==> src/rtl/decode_stage_seq.sv <==
`default_nettype none
// ---------------------------------------------------------------------------
// decode_stage_seq : registered LCA decode stage with LM/SM micro-op sequencer
// Rev 1.0
// ---------------------------------------------------------------------------
module decode_stage_seq #(
   parameter int DW     = 16,
   parameter int RAW    = 3,
   parameter int MASK_W = 8
) (
   input  logic            clk,
   input  logic            reset,
   input  logic            flush,
   input  logic            in_valid,
   output logic            in_ready,
   input  logic [DW-1:0]   in_pc,
   input  logic [15:0]     in_ir,
   output logic            out_valid,
   input  logic            out_ready,
   output logic [DW-1:0]   out_pc,
   output logic [DW-1:0]   pc_imm,
   output logic [RAW-1:0]  ra1,
   output logic [RAW-1:0]  ra2,
   output logic [RAW-1:0]  wa,
   output logic [DW-1:0]   sext_imm6,
   output logic [DW-1:0]   imm970,
   output logic            mex1,
   output logic            mex2,
   output logic            wccr,
   output logic            wmem,
   output logic            wrf,
   output logic [RAW-1:0]  uop_idx,
   output logic            lmsm_last
);

   typedef enum logic [0:0] {S_PASS = 1'b0, S_SEQ = 1'b1} state_t;

   state_t              r_state, w_state_nxt;
   logic [15:0]         r_ir;
   logic [DW-1:0]       r_pc;
   logic [MASK_W-1:0]   r_mask;
   logic [RAW-1:0]      r_cnt;

   logic                w_adv, w_accept, w_load, w_is_lmsm;
   logic [15:0]         w_ir;
   logic [DW-1:0]       w_pc, w_sext6, w_sext9, w_imm970, w_pc_imm;
   logic [MASK_W-1:0]   w_mask, w_onehot, w_rem;
   logic [RAW-1:0]      w_cnt, w_bit;
   logic [3:0]          w_op;
   logic [RAW-1:0]      w_ra1, w_ra2, w_wa, w_idx;
   logic                w_mex1, w_mex2, w_wccr, w_wmem, w_wrf, w_last;

   assign w_adv    = out_ready | ~out_valid;
   assign in_ready = (r_state == S_PASS) & w_adv & ~flush;
   assign w_accept = in_valid & in_ready;

   // In SEQ the decoder works on the latched LM/SM word instead of fetch
   assign w_ir   = (r_state == S_SEQ) ? r_ir   : in_ir;
   assign w_pc   = (r_state == S_SEQ) ? r_pc   : in_pc;
   assign w_mask = (r_state == S_SEQ) ? r_mask : in_ir[MASK_W-1:0];
   assign w_cnt  = (r_state == S_SEQ) ? r_cnt  : '0;
   assign w_op   = w_ir[15:12];
   assign w_is_lmsm = (w_op == 4'b0110) | (w_op == 4'b0111);

   assign w_load = w_accept | ((r_state == S_SEQ) & (r_mask != '0) & w_adv & ~flush);

   always_comb begin
      w_bit = '0;
      for (int i = MASK_W - 1; i >= 0; i--) begin
         if (w_mask[i]) w_bit = RAW'(i);
      end
   end

   assign w_onehot = {{(MASK_W-1){1'b0}}, 1'b1} << w_bit;
   assign w_rem    = w_mask & ~w_onehot;

   assign w_sext6  = {{(DW-6){w_ir[5]}}, w_ir[5:0]};
   assign w_sext9  = {{(DW-9){w_ir[8]}}, w_ir[8:0]};
   assign w_imm970 = {w_ir[8:0], {(DW-9){1'b0}}};
   assign w_pc_imm = w_pc + ((w_op == 4'b1000) ? w_sext9 : w_sext6);

   always_comb begin
      w_ra1  = '0;
      w_ra2  = '0;
      w_wa   = '0;
      w_idx  = '0;
      w_mex1 = 1'b0;
      w_mex2 = 1'b0;
      w_wccr = 1'b1;
      w_wmem = 1'b1;
      w_wrf  = 1'b1;
      w_last = 1'b1;
      case (w_op)
         4'b0000, 4'b0010: begin
            w_ra1 = w_ir[11:9]; w_ra2 = w_ir[8:6]; w_wa = w_ir[5:3];
            w_wccr = 1'b0; w_wrf = 1'b0;
         end
         4'b0001: begin
            w_ra1 = w_ir[11:9]; w_wa = w_ir[8:6];
            w_mex2 = 1'b1; w_wccr = 1'b0; w_wrf = 1'b0;
         end
         4'b0011: begin
            w_wa = w_ir[11:9]; w_wrf = 1'b0;
         end
         4'b0100: begin
            w_wa = w_ir[11:9]; w_ra2 = w_ir[8:6]; w_mex2 = 1'b1; w_wrf = 1'b0;
         end
         4'b0101: begin
            w_ra1 = w_ir[11:9]; w_ra2 = w_ir[8:6]; w_mex2 = 1'b1; w_wmem = 1'b0;
         end
         4'b1100: begin
            w_ra1 = w_ir[11:9]; w_ra2 = w_ir[8:6];
         end
         4'b1000: begin
            w_wa = w_ir[11:9]; w_wrf = 1'b0;
         end
         4'b1001: begin
            w_wa = w_ir[11:9]; w_ra2 = w_ir[8:6]; w_wrf = 1'b0;
         end
         4'b0110, 4'b0111: begin
            w_ra1 = w_ir[11:9];
            w_idx = w_cnt;
            // an empty mask degenerates into a single NOP micro-op
            if (w_mask != '0) begin
               w_last = (w_rem == '0);
               if (w_op == 4'b0110) begin
                  w_wa  = w_bit;
                  w_wrf = 1'b0;
               end else begin
                  w_ra2  = w_bit;
                  w_wmem = 1'b0;
               end
            end
         end
         default: ;
      endcase
   end

   always_comb begin
      w_state_nxt = r_state;
      if (flush) begin
         w_state_nxt = S_PASS;
      end else begin
         case (r_state)
            S_PASS: if (w_accept && w_is_lmsm && (w_mask != '0)) w_state_nxt = S_SEQ;
            S_SEQ:  if (w_adv && (r_mask == '0)) w_state_nxt = S_PASS;
            default: w_state_nxt = S_PASS;
         endcase
      end
   end

   always_ff @(posedge clk or posedge reset) begin
      if (reset) r_state <= S_PASS;
      else       r_state <= w_state_nxt;
   end

   always_ff @(posedge clk or posedge reset) begin
      if (reset) begin
         out_valid <= 1'b0;
         out_pc    <= '0;
         pc_imm    <= '0;
         ra1       <= '0;
         ra2       <= '0;
         wa        <= '0;
         sext_imm6 <= '0;
         imm970    <= '0;
         mex1      <= 1'b0;
         mex2      <= 1'b0;
         wccr      <= 1'b1;
         wmem      <= 1'b1;
         wrf       <= 1'b1;
         uop_idx   <= '0;
         lmsm_last <= 1'b1;
         r_ir      <= '0;
         r_pc      <= '0;
         r_mask    <= '0;
         r_cnt     <= '0;
      end else if (flush) begin
         out_valid <= 1'b0;
         r_mask    <= '0;
         r_cnt     <= '0;
      end else if (w_load) begin
         out_valid <= 1'b1;
         out_pc    <= w_pc;
         pc_imm    <= w_pc_imm;
         ra1       <= w_ra1;
         ra2       <= w_ra2;
         wa        <= w_wa;
         sext_imm6 <= w_sext6;
         imm970    <= w_imm970;
         mex1      <= w_mex1;
         mex2      <= w_mex2;
         wccr      <= w_wccr;
         wmem      <= w_wmem;
         wrf       <= w_wrf;
         uop_idx   <= w_idx;
         lmsm_last <= w_last;
         if (w_is_lmsm) begin
            r_ir   <= w_ir;
            r_pc   <= w_pc;
            r_mask <= w_rem;
            r_cnt  <= w_cnt + RAW'(1);
         end
      end else if (w_adv) begin
         out_valid <= 1'b0;
      end
   end

endmodule
`default_nettype wire

==> config.mk <==
export PLATFORM = sky130hd
export DESIGN_NAME = decode_stage_seq
export DESIGN_NICKNAME = d
export VERILOG_FILES = /design/src/rtl/decode_stage_seq.sv
export SDC_FILE = /design/constraint.sdc
export NUM_CORES = 1
export LEC_CHECK = 0
export BUFFER_PORTS_ARGS = -buffer_cell sky130_fd_sc_hd__clkbuf_2
export CAP_MARGIN = 0
export CORE_MARGIN = 1
export CORE_UTILIZATION = 50
export DETAILED_ROUTE_END_ITERATION = 10
export PLACE_DENSITY = 0.75
export SLEW_MARGIN = 20
export SYNTH_ARGS = -nofsm -noshare
export SYNTH_HDL_FRONTEND = slang
export SYNTH_SLANG_ARGS = --single-unit
==> constraint.sdc <==
create_clock -name clk -period 4 [get_ports clk]
set_input_delay 0 -clock clk [delete_from_list [all_inputs] [get_ports clk]]
set_output_delay 0 -clock clk [all_outputs]
set_load 0.02 [all_outputs]
-- Word level (Yosys, flattened, before mapping)
Index checks and enable logic that the tools add are counted.
- bits of input ports: 37
- flip-flop bits (word level): 109
- output and inout bits: 84
- bitwise gates (word level): 14
- mux-type cells: 44
- equal/unequal tests: 10
- shift operators: 1
- reductions and logical operators: 22
- $add $sub $neg: 2
- operator list (cell ; number):
    3-bit 2-to-1 mux ; 18
    16-bit 2-to-1 mux ; 3
    8-bit 2-to-1 mux ; 4
    16-bit adder ; 1
    4-bit by 3-bit equality test with 1-bit output (second input constant) ; 4
    8-bit zero test ; 2
    8-bit nonzero test ; 2
    1-bit 2-to-1 mux ; 14
    7-bit OR reduction ; 2
    4-bit equality test (second input constant) ; 3
    3-bit one-hot mux with 4 select lines ; 1
    8-bit bitwise AND ; 1
    4-bit by 2-bit equality test with 1-bit output (second input constant) ; 2
    8-bit inverter ; 1
    1-bit by 3-bit << shifter with 8-bit output (first input constant) ; 1
    1-bit bitwise AND ; 6
    1-bit one-hot mux with 2 select lines ; 3
    3-bit one-hot mux with 2 select lines ; 1
    3-bit OR reduction ; 2
    6-bit OR reduction ; 1
    4-bit by 1-bit equality test with 1-bit output (second input constant) ; 1
    4-bit zero test ; 1
    2-bit AND reduction ; 2
    2-bit nonzero test ; 2
    other kinds (8) ; 15

-- Longest topological paths before layout
Gate-level depths: netlist of run 1.
- depth in word-level cells: 15
- mapped depth: 15
- gate-level depth less buffers: 11

-- Worst setup path before layout of run 1
OpenSTA, ideal clock, no wires.
- path kind: reg-to-reg
- from: register r_state
- to: register pc_imm[14]
- path slack: 0.957 ns
- stages on the path, launching flop included: 16
- data required time: 3.854 ns
- arrival time: 2.898 ns
- cells stage by stage: dfrtp_1 -> buf_6 -> buf_4 -> buf_2 -> buf_2 -> mux2i_1 -> inv_1 -> ha_1 -> inv_1 -> fa_1 -> nor2b_1 -> o31a_1 -> o211ai_1 -> a21oi_1 -> mux2i_1 -> o311ai_0
- elaborated cells on any way between the ends: 14
- those cells by class: 1 x add/sub; 1 x eq/ne; 3 x mux; 8 x bitwise; 1 x reduce/logical
- RTL lines (what ; line ; source):
    start, declared ; 38 ; state_t r_state, w_state_nxt;
    start signal, assigned ; 154 ; else r_state <= w_state_nxt;
    16-bit 2-to-1 mux ; 59 ; assign w_pc = (r_state == S_SEQ) ? r_pc : in_pc;
    named net w_pc[0] ; 46 ; logic [DW-1:0] w_pc, w_sext6, w_sext9, w_imm970, w_pc_imm;
    16-bit adder ; 80 ; assign w_pc_imm = w_pc + ((w_op == 4'b1000) ? w_sext9 : w_sext6);
    end signal, assigned ; 185 ; pc_imm <= w_pc_imm;
    end, declared ; 21 ; output logic [DW-1:0] pc_imm,
The timed path passes the listed nets, and every way through them passes these cells.
A chain may end at the register's enable or synchronous reset.

-- Worst setup path after layout of run 1
- from: register r_state
- to: register pc_imm[13]
- cells in the longest elaborated chain, start to end: 6
- elaborated cells on any way between the ends: 14
- those cells by class: 1 x add/sub; 1 x eq/ne; 3 x mux; 8 x bitwise; 1 x reduce/logical
- RTL lines (what):
    parallel branches: the longest is 6 deep, another holds 16-bit adder
Several ways; the timed one is not identified.

==> results of run 1 <==
==> cells in the final DEF, fill, tap and decap left out, types with 10 or more instances in the layout <==
cell	synthesis	layout
nor2_1	53	53
dlygate4sd3_1	0	10
clkbuf_2	0	112
inv_1	33	32
a21oi_1	48	48
nand2_1	78	78
dfrtp_1	99	98
nor3_1	12	12
mux2i_1	33	33
ha_1	16	16
o21ai_0	63	63
==> power by group through the flow <==
stage | Sequential, W | Combinational (W) | Clock [W]
after detailed placement | 0.00145 | 0.00101 | 0
after CTS | 0.00143 | 0.00102 | 0.000874
after global routing | 0.00146 | 0.00111 | 0.000915
after floorplan | 0.00157 | 0.000589 | 0
after global placement | 0.00144 | 0.000983 | 0
final | 0.00143 | 0.00102 | 0.000859
==> critical path, cell delays in order (launching register included) <==
cell and delay, ps:
dfrtp_4 630, mux2i_1 640, mux2i_2 320, ha_1 480
nand2_1 110, nor3_1 180, a21o_1 170, o21ai_0 130
a2111oi_0 440, nand3b_1 160
==> through the flow <==
step                      std cells  total power [W]  hold slack [ps]  area (sq um)
after CTS                       889         0.003326           0.2384          6837
after global routing            889         0.003488            32.61          6837
final                           889         0.003305            7.915          6837
after global placement          863         0.002421            185.2          6450
after floorplan                 653         0.002164            151.7          5967
after detailed placement        863         0.002455            203.4          6450
==> sequential cells by signal, indices dropped and copies added (netlist names), 3 cells and up <==
| register | count |
|---|---|
| pc_imm | 16 |
| ra1 | 3 |
| ra2 | 3 |
| r_ir | 16 |
| r_mask | 8 |
| imm970 | 4 |
| sext_imm6 | 5 |
| uop_idx | 3 |
| out_pc | 16 |
| r_cnt | 3 |
| wa | 3 |
| r_pc | 16 |
==> kinds of logic after synthesis <==
family          Yosys count
fa+ha+maj                17
buf+inv                  88
xor+xnor                  9
compound gates          190
mux                      45
other cells               1
simple gates            193
flops                   103
==> how the worst max path moves through the flow <==
stage,depth (start not counted),startpoint,slack [ps],endpoint
floorplan,15,r_state$_DFF_PP0_,960,pc_imm[14]$_DFFE_PP0P_
global placement,9,r_state$_DFF_PP0_,820,pc_imm[13]$_DFFE_PP0P_
detailed placement,9,r_state$_DFF_PP0_,730,pc_imm[13]$_DFFE_PP0P_
CTS,9,r_state$_DFF_PP0_,750,pc_imm[13]$_DFFE_PP0P_
global route,9,r_state$_DFF_PP0_,350,pc_imm[13]$_DFFE_PP0P_
finish,9,r_state$_DFF_PP0_,670,pc_imm[13]$_DFFE_PP0P_
==> final cells by class <==
| type | count | area, sq um | share of cell area, % |
|---|---|---|---|
| clock buffers | 12 | 256.5 | 3.752 |
| clock inverters | 4 | 30.03 | 0.4392 |
| inverters | 33 | 126.4 | 1.848 |
| multi-input cells | 462 | 2910 | 42.57 |
| flip-flops and latches | 103 | 2586 | 37.83 |
| well taps | 143 | 178.9 | 2.617 |
| repair buffers | 132 | 748.2 | 10.94 |
==> per-layer routing <==
| metal | up-vias | wire length (um) | GRT usage [%] |
|---|---|---|---|
| met5 | - | 0 | 0 |
| met4 | 0 | 387 | 10.59 |
| met3 | 30 | 799 | 4.101 |
| met2 | 172 | 7140 | 41.64 |
| met1 | 2404 | 6929 | 35.34 |
| li1 | 2439 | - | - |
==> what timing repair did <==
action	4_1_cts	5_1_grt
endpoints found under the setup margin	0	0
resized for setup	0	0
endpoints found under the hold margin	74	0
hold buffers	10	0
==> results_dict.tcl, run 1 <==
set metrics [dict create \
    outcome "complete, but fails checks" \
    violations "DRC" \
    area_delta_synth_final_pct 15.08 \
    grt.total_usage_pct 26.02 \
    dieArea_sq_um 12320 \
    syn_inst 646 \
    hold_viol 0 \
    cp_max_fo 19 \
    pwr-share-clk_pct 26.0 \
    fin_util_pct 59.37 \
    netlist_area_sq_um 5941 \
    htreeDepth 3 \
    critPathCaptureType "flop" \
    synthArstFlopShare_pct 100.0 \
    synthMuxAreaShare_pct 8.130 \
    hold_path.startpoint "in_pc[10]" \
    path_class "reg2reg" \
    avgSynthCellArea_sq_um 9.196 \
    cts_setup_buffers 0 \
    drive_above_1_share_pct 23.32 \
    clock_sinks 103 \
    fp.coreArea_sq_um 11520 \
    rsz0062_at_grt "false" \
    worst_pin_slew_ps 814.4 \
    fillers 995 \
    pre_cts_ws_ps 732.9 \
    sw_frac_of_total_pct 36.30 \
    yosys.area_share.adder_pct 3.707 \
    via_per_inst 5.675 \
    wl_per_cell_um 17.16 \
    grt_pass1_vias 4825 \
    cts-buffers-inserted 9 \
    drt.antenna.violating_nets 0 \
    hold_depth 3 \
    peakVddDrop_v 0.0003206 \
    clock-skew-final_ps 10.25 \
    synth_top_cell_by_area "dfrtp_1" \
    rrSetupSlack_ps 670 \
    drv_cap 0 \
    final_max_slew_viol_count 0 \
    nets 795 \
    synth_compound_area_share_pct 20.37 \
    slew_headroom_pct 45.70 \
    setup_tns_ps 0 \
    die_h_um 111 \
    internal_power_w 0.002105 \
    path_clk_slew_ps 70 \
    synth-xor-area-share_pct 1.327 \
    startpoint_type "flop" \
    synthSimpleGateAreaFrac_pct 14.93 \
    ys_warn_count 0 \
    dp_hpwl_mm 11.05 \
    firstDrtPassIters 7 \
    crit_arrival_ps 3630 \
    grt-ovfl-total 0 \
    synth_commonest_cells "99 x dfrtp_1, 78 x nand2_1, 63 x o21ai_0, 53 x nor2_1, 48 x a21oi_1" \
    rr_startpoint "r_state$_DFF_PP0_" \
    synthFlopType "dfrtp_1" \
    powerDensity_nw_per_um2 483.4 \
    setup_viol 0 \
    antenna_found_initial 0 \
    yosys.area.top_type_share_pct 41.70 \
    synth_seq_area_share_pct 43.47 \
    clock_latency_ps 350 \
    io_buffers 112 \
    hp-class "in2reg" \
    ys_ff_latch 103 \
    max_freq_mhz 300.0 \
    yosysUniqueCellTypes 76 \
    cp_data_required_time_ps 4290 \
    synth_edf_count 0 \
    yosysMostFrequentCell "dfrtp_1" \
    p_seq_share_pct 43.3 \
    reg2reg_depth 9 \
    antenna_cells 0 \
    ios 121 \
    hold_end "out_pc[10]$_DFFE_PP0P_" \
    start_util_pct 51.59 \
    cts_tree "done" \
    grt_pass1_wl_mm 25.18 \
    p_leak_nw 3.191 \
    drcViolationCount 8 \
    row_count 39 \
    power_switching_w 0.001200 \
    fp.dieW_um 111 \
    clockBufferDepth 2 \
    r2r_end "pc_imm[13]$_DFFE_PP0P_" \
    first_iter_violations 285 \
    routed_wl_mm 15.26 \
    min_period_ps 3333 \
    combinationalPowerShare_pct 30.7 \
    finalWorstSetupSlack_ps 666.6 \
    vias 5045 \
    synth.area.top_cells "dfrtp_1 42%, mux2i_1 5.6%, o21ai_0 5.3%" \
    cts-root-buf "clkbuf_16" \
    place.gp.congestion 0.9353 \
    synth_top_family_by_area "compound AO/OA/AOI/OAI gates" \
    grt_max_degree 65 \
    period_share_pct 83.33 \
]
(Power assumes the default switching activity.)
==> run 2: changes to the inputs <==
--- a/config.mk
+++ b/config.mk
@@ -5,6 +5,7 @@
 export SDC_FILE = /design/constraint.sdc
 export NUM_CORES = 1
 export LEC_CHECK = 0
+export ABC_AREA = 1
 export BUFFER_PORTS_ARGS = -buffer_cell sky130_fd_sc_hd__clkbuf_2
 export CAP_MARGIN = 0
 export CORE_MARGIN = 1
==> constraint.sdc (replaced) <==
create_clock -name clk -period 3.31 [get_ports clk]
set_input_delay 0 -clock clk [delete_from_list [all_inputs] [get_ports clk]]
set_output_delay 0 -clock clk [all_outputs]
set_load 0.02 [all_outputs]
==> run 2 against run 1 <==
Compared with the run above: the flow now finishes without violations; die area down 1.7%; worst hold slack improved by 20 ps; first-iteration DRC count increased by 14%; core utilization down 0.71 points; critical path type unchanged; largest power group unchanged.
==> results_dict.tcl, run 2 <==
set metrics [dict create \
    outcome "finished, final reports clean" \
    row_count 39 \
    vias 5177 \
    grt_pass1_vias 4628 \
    netlist_area_sq_um 5838 \
    yosys.area.top_type_share_pct 42.43 \
    io_buffers 112 \
    worst_pin_slew_ps 1060 \
    grt_max_degree 81 \
    drt.antenna.violating_nets 0 \
    ios 121 \
    critPathCaptureType "flop" \
    cp_common_cell "nand3_1" \
    final_cell_mix "252 x nand2_1, 112 x clkbuf_2, 99 x dfrtp_1" \
    startpoint_type "flop" \
    syn_inst 765 \
    peakVddDrop_v 0.0003043 \
    fp.coreArea_sq_um 11420 \
    cp_max_fo 13 \
    routedLengthMet1_mm 6.690 \
    cp-endpoint "pc_imm[14]$_DFFE_PP0P_" \
    drive_above_1_share_pct 21.39 \
    grt_pass1_wl_mm 22.45 \
    first_iter_violations 325 \
    crit_buf_inv 3 \
    powerDensity_nw_per_um2 545.2 \
    crit_path_cell_trace "buf_4 -> o21ai_4 -> inv_4 -> nor2_4 -> nand2_2 -> nand2_1 -> nand2_2 -> inv_1 -> ha_1 -> a21oi_1 -> nor2_1 -> a211oi_1 -> nand3_1 -> nand3_1 -> nand3_1 -> a31oi_1" \
    r2r_end "pc_imm[14]$_DFFE_PP0P_" \
    rrSetupSlack_ps 310 \
    post-place-cells 989 \
    cts-root-buf "clkbuf_16" \
    critical-path-top-delay-family "simple AND/OR/NAND/NOR gates" \
    synth.area.top_cells "dfrtp_1 42%, nand2_1 16%, o21ai_0 7.7%" \
    dieArea_sq_um 12110 \
    synth_edf_count 0 \
    regArea_sq_um 2582 \
    cts-buffers-inserted 9 \
    antenna_cells 0 \
    pre_cts_ws_ps 267.0 \
    fillers 1077 \
    hold_viol 0 \
    setup_tns_ps 0 \
    dp_hpwl_mm 10.12 \
    crit_start "r_state$_DFF_PP0_" \
    clock-skew-final_ps 10.85 \
    antenna_found_initial 0 \
    nets 914 \
    multi_input_area_sq_um 2594 \
    wl_per_cell_um 13.67 \
    yosysUniqueCellTypes 46 \
    max_stage_delay_ps 400 \
    avgSynthCellArea_sq_um 7.632 \
    rsz0062_at_grt "false" \
    route.met3.wl_um 615 \
    path_class "reg2reg" \
    synthFlopType "dfrtp_1" \
    synth_commonest_cells "252 x nand2_1, 99 x dfrtp_1, 90 x o21ai_0, 83 x inv_1, 33 x nor2_1" \
    start_util_pct 51.13 \
    wl_met2_mm 6.005 \
    area_delta_synth_final_pct 14.72 \
    crit_arrival_ps 3270 \
    grt-ovfl-total 0 \
    p_leak_nw 3.631 \
    crit_cells 16 \
    critPathSlowestCell "dfrtp_1" \
    die_h_um 110.1 \
    finalWorstSetupSlack_ps 310.5 \
    firstDrtPassIters 5 \
    slew_headroom_pct 29.32 \
    setup_viol 0 \
    clockBufferDepth 2 \
    fin_cells 1008 \
    ys_warn_count 0 \
    grt.total_usage_pct 24.29 \
    drv_cap 0 \
    via_per_inst 5.136 \
    final_max_slew_viol_count 0 \
    path_clk_slew_ps 70 \
    place.gp.congestion 0.8954 \
    synthArstFlopShare_pct 100.0 \
    synth_top_cell_by_area "dfrtp_1" \
    drcViolationCount 0 \
    hp-class "in2reg" \
    ys_ff_latch 103 \
    cts_tree "done" \
    max_freq_mhz 333.4 \
    rr_startpoint "r_state$_DFF_PP0_" \
    synth_seq_area_share_pct 44.23 \
    min_period_ps 3000 \
    yosysMostFrequentCell "nand2_1" \
    highest_layer "met4" \
    fp.dieW_um 110.1 \
    final_common_cell "nand2_1" \
    period_share_pct 90.62 \
    fin_util_pct 58.66 \
    cp_data_required_time_ps 3580 \
    clock_latency_ps 350 \
    clock_sinks 103 \
    htreeDepth 3 \
    reg2reg_depth 16 \
    routed_wl_mm 13.78 \
]
run 2: cell count changes in the layout (fill, tap and decap cells not counted), moves of 9 or more:
cell / change
nor2_1: -20
mux2i_1: -32
inv_1: +50
a21oi_1: -30
mux2_2: -9
nand2_1: +174
nand3_1: +22
o21ai_0: +25
run 2: layer usage:
metal / up-vias / global-route usage (%)
met4: 0 / 11.90
met5: - / 0
met3: 31 / 2.763
met1: 2406 / 35.99
met2: 147 / 35.13
li1: 2593 / -
run 2: per-stage QoR:
stage          instance area (sq um)  hold slack [ps]  total power (W)
2_1_floorplan                   5864            58.57         0.002383
4_1_cts                         6691            20.80         0.003670
5_1_grt                         6698            74.86         0.003882
3_3_place_gp                    6387            241.1         0.002654
3_5_place_dp                    6387            244.8         0.002673
6_report                        6698            28.04         0.003652
run 2: cells by family after synthesis:
kind of cell,Yosys count,share of synthesized area (%)
compound gates,136,12.99
xor+xnor,8,1.200
fa+ha+maj,17,3.772
buf+inv,144,11.85
flops,103,44.23
mux,1,0.1715
other cells,1,0.06423
simple gates,355,25.72
run 2: timing repair:
| item | CTS | global route |
|---|---|---|
| hold endpoints to repair | 76 | 0 |
| buffers inserted | 0 | 0 |
| hold buffers | 3 | 0 |
| gates resized for setup | 0 | 3 |
| setup endpoints to repair | 0 | 5 |
run 2: final cells by class:
class	count	area share, %
Inverter	90	5.156
Multi-Input combinational cell	525	38.73
Clock buffer	10	3.419
Tap cell	143	2.671
Sequential cell	103	38.56
Clock inverter	6	0.6725
Timing Repair Buffer	131	10.80
run 2: worst min-delay path: stages:
cell and delay, ps:
clkbuf_2 100, a41oi_1 180, nor3_1 60
run 2: how the worst min path moves through the flow:
| stage | start | end | slack (ps) | cells after the start |
|---|---|---|---|---|
| 2_1_floorplan | flush | in_ready | 60 | 1 |
| 3_3_place_gp | flush | r_state$_DFF_PP0_ | 240 | 2 |
| 3_5_place_dp | flush | r_state$_DFF_PP0_ | 240 | 2 |
| 4_1_cts | in_valid | r_state$_DFF_PP0_ | 20 | 3 |
| 5_1_grt | in_valid | r_state$_DFF_PP0_ | 70 | 3 |
| 6_report | in_valid | r_state$_DFF_PP0_ | 30 | 3 |
run 2: power breakdown:
part           internal, W  switching [W]
logic             0.000345       0.000690
clock network     0.000513       0.000484
registers          0.00150       0.000118
==> run 3: changes to the inputs <==
--- a/config.mk
+++ b/config.mk
@@ -5,7 +5,6 @@
 export SDC_FILE = /design/constraint.sdc
 export NUM_CORES = 1
 export LEC_CHECK = 0
-export ABC_AREA = 1
 export BUFFER_PORTS_ARGS = -buffer_cell sky130_fd_sc_hd__clkbuf_2
 export CAP_MARGIN = 0
 export CORE_MARGIN = 1
==> run 3 against run 2 <==
Compared with the run above: the run now ends with DRC left; sequential power increased by 7%; first-iteration DRC count decreased by 4.6%; maximum frequency decreased by 3.0%; combinational power increased by 19%; sequential cell count unchanged; via count decreased by 1.1%; critical path depth decreased by 6; worst hold slack got worse by 26 ps; wire length increased by 11%; global-route usage increased by 1.3 points; clock skew increased by 3.5 ps.
==> results_dict.tcl, run 3 (synthesis results as in run 1) <==
set metrics [dict create \
    clock_sinks 103 \
    peakVddDrop_v 0.0003213 \
    dp_hpwl_mm 11.44 \
    violations "DRC" \
    crit_start "r_state$_DFF_PP0_" \
    cp_max_fo 26 \
    rr_startpoint "r_state$_DFF_PP0_" \
    vias 5122 \
    crit_arrival_ps 3280 \
    hp-class "in2reg" \
    wl_per_cell_um 17.00 \
    reg2reg_depth 10 \
    final_max_slew_viol_count 0 \
    ios 121 \
    rsz0062_at_grt "false" \
    grt_pass1_vias 4981 \
    dieArea_sq_um 12320 \
    final_common_cell "clkbuf_2" \
    cts-buffers-inserted 9 \
    cp_data_required_time_ps 3500 \
    io_buffers 112 \
    grt-ovfl-total 0 \
    worst_pin_slew_ps 886.1 \
    clock_latency_ps 350 \
    max_freq_mhz 323.4 \
    setup_tns_ps 0 \
    start_util_pct 51.59 \
    pwr-share-clk_pct 27.2 \
    htreeDepth 3 \
    fin_util_pct 60.39 \
    firstDrtPassIters 8 \
    drive_above_1_share_pct 25.00 \
    hold_depth 3 \
    drv_cap 0 \
    outcome "complete, but fails checks" \
    fp.dieW_um 111 \
    p_leak_nw 3.265 \
    critPathCaptureType "flop" \
    row_count 39 \
    sw_frac_of_total_pct 35.57 \
    antenna_found_initial 0 \
    hold_path.startpoint "in_pc[11]" \
    p_seq_share_pct 42.5 \
    first_iter_violations 310 \
    internal_power_w 0.002634 \
    place.gp.congestion 0.9182 \
    pre_cts_ws_ps 252.5 \
    power_switching_w 0.001454 \
    combinationalPowerShare_pct 30.3 \
    final_cell_mix "112 x clkbuf_2, 98 x dfrtp_1, 78 x nand2_1" \
    cts_tree "done" \
    clockBufferDepth 2 \
    path_class "reg2reg" \
    drt.antenna.violating_nets 0 \
    antenna_cells 0 \
    min_period_ps 3092 \
    hold_viol 0 \
    fp.coreArea_sq_um 11520 \
    nets 805 \
    drcViolationCount 8 \
    path_clk_slew_ps 70 \
    clock-skew-final_ps 14.37 \
    place_area_sq_um 6580 \
    period_share_pct 93.40 \
    die_h_um 111 \
    setup_viol 0 \
    grt_pass1_wl_mm 25.14 \
    slew_headroom_pct 40.93 \
    final_area_sq_um 6954 \
    cts-root-buf "clkbuf_16" \
    powerDensity_nw_per_um2 587.8 \
    startpoint_type "flop" \
    finalWorstSetupSlack_ps 218.3 \
    via_per_inst 5.697 \
    grt.total_usage_pct 25.55 \
    grt_max_degree 60 \
    area_delta_synth_final_pct 17.06 \
    routed_wl_mm 15.29 \
]
run 3: cell types whose count changed in the layout (fill, tap and decap cells not counted), moves of 8 or more:
cell      previous run  this run
nand2_1            252        78
inv_1               82        32
mux2i_1              1        33
a21oi_1             18        48
o21ai_0             88        62
nand3_1             30         8
nor2_1              33        53
mux2_2               0         9
o211ai_1             0         8
run 3: final timing paths:
| path | end | slack (ps) |
|---|---|---|
| setup / recovery | pc_imm[14]$_DFFE_PP0P_ | 220 |
| hold / removal | r_pc[11]$_DFFE_PP0P_ | 2 |
| setup reg to reg | pc_imm[14]$_DFFE_PP0P_ | 220 |
| hold reg to reg | wccr$_DFFE_PP1P_ | 470 |
| max in group asynchronous | wrf$_DFFE_PP1P_ | 2220 |
| min in group asynchronous | r_pc[12]$_DFFE_PP0P_ | 340 |
run 3: area by class of cell:
type                       count  area (sq um)
sequential                   103          2586
multi-input combinational    462          2917
tap                          143         178.9
fill                        1031          4562
timing repair buffer         142         838.3
clock inverter                 4         51.30
inverter                      33         126.4
clock buffer                  12         256.5
run 3: power groups by stage:
stage               Combinational, W  Clock, W  Sequential (W)
global route                 0.00136   0.00117         0.00177
CTS                          0.00124   0.00113         0.00173
floorplan                   0.000712         0         0.00190
global placement             0.00121         0         0.00174
detailed placement           0.00123         0         0.00175
finish                       0.00124   0.00111         0.00174
run 3: what timing repair did:
| action | CTS | global route |
|---|---|---|
| endpoints found under the setup margin | 0 | 2 |
| hold endpoints to repair | 63 | 0 |
| resized for setup | 0 | 2 |
| hold buffers | 6 | 0 |
| setup buffers | 0 | 0 |
run 3: critical path, cell delays in order, from the launching register on:
cell and delay, ps:
dfrtp_4 680, mux2_2 440, mux2i_2 200, buf_4 200
ha_1 360, inv_1 70, nor3_1 210, o211ai_1 200
a21oi_1 220, mux2i_1 220, o311ai_0 140
run 3: layer usage:
layer  up-vias  global-route usage [%]  share of wire, %
met5         -                       0                 0
met4         0                   8.584               1.5
met3        20                   3.937               5.6
met2       183                   41.05                48
met1      2451                   35.36                45
li1       2468                       -                 -
run 3: per-stage QoR:
stage | instances | hold slack, ps | total power (W)
floorplan | 653 | 151.7 | 0.002615
global placement | 877 | 164.9 | 0.002951
detailed placement | 877 | 176.5 | 0.002982
CTS | 899 | 1.477 | 0.004103
global route | 899 | 34.15 | 0.004309
finish | 899 | 1.901 | 0.004088
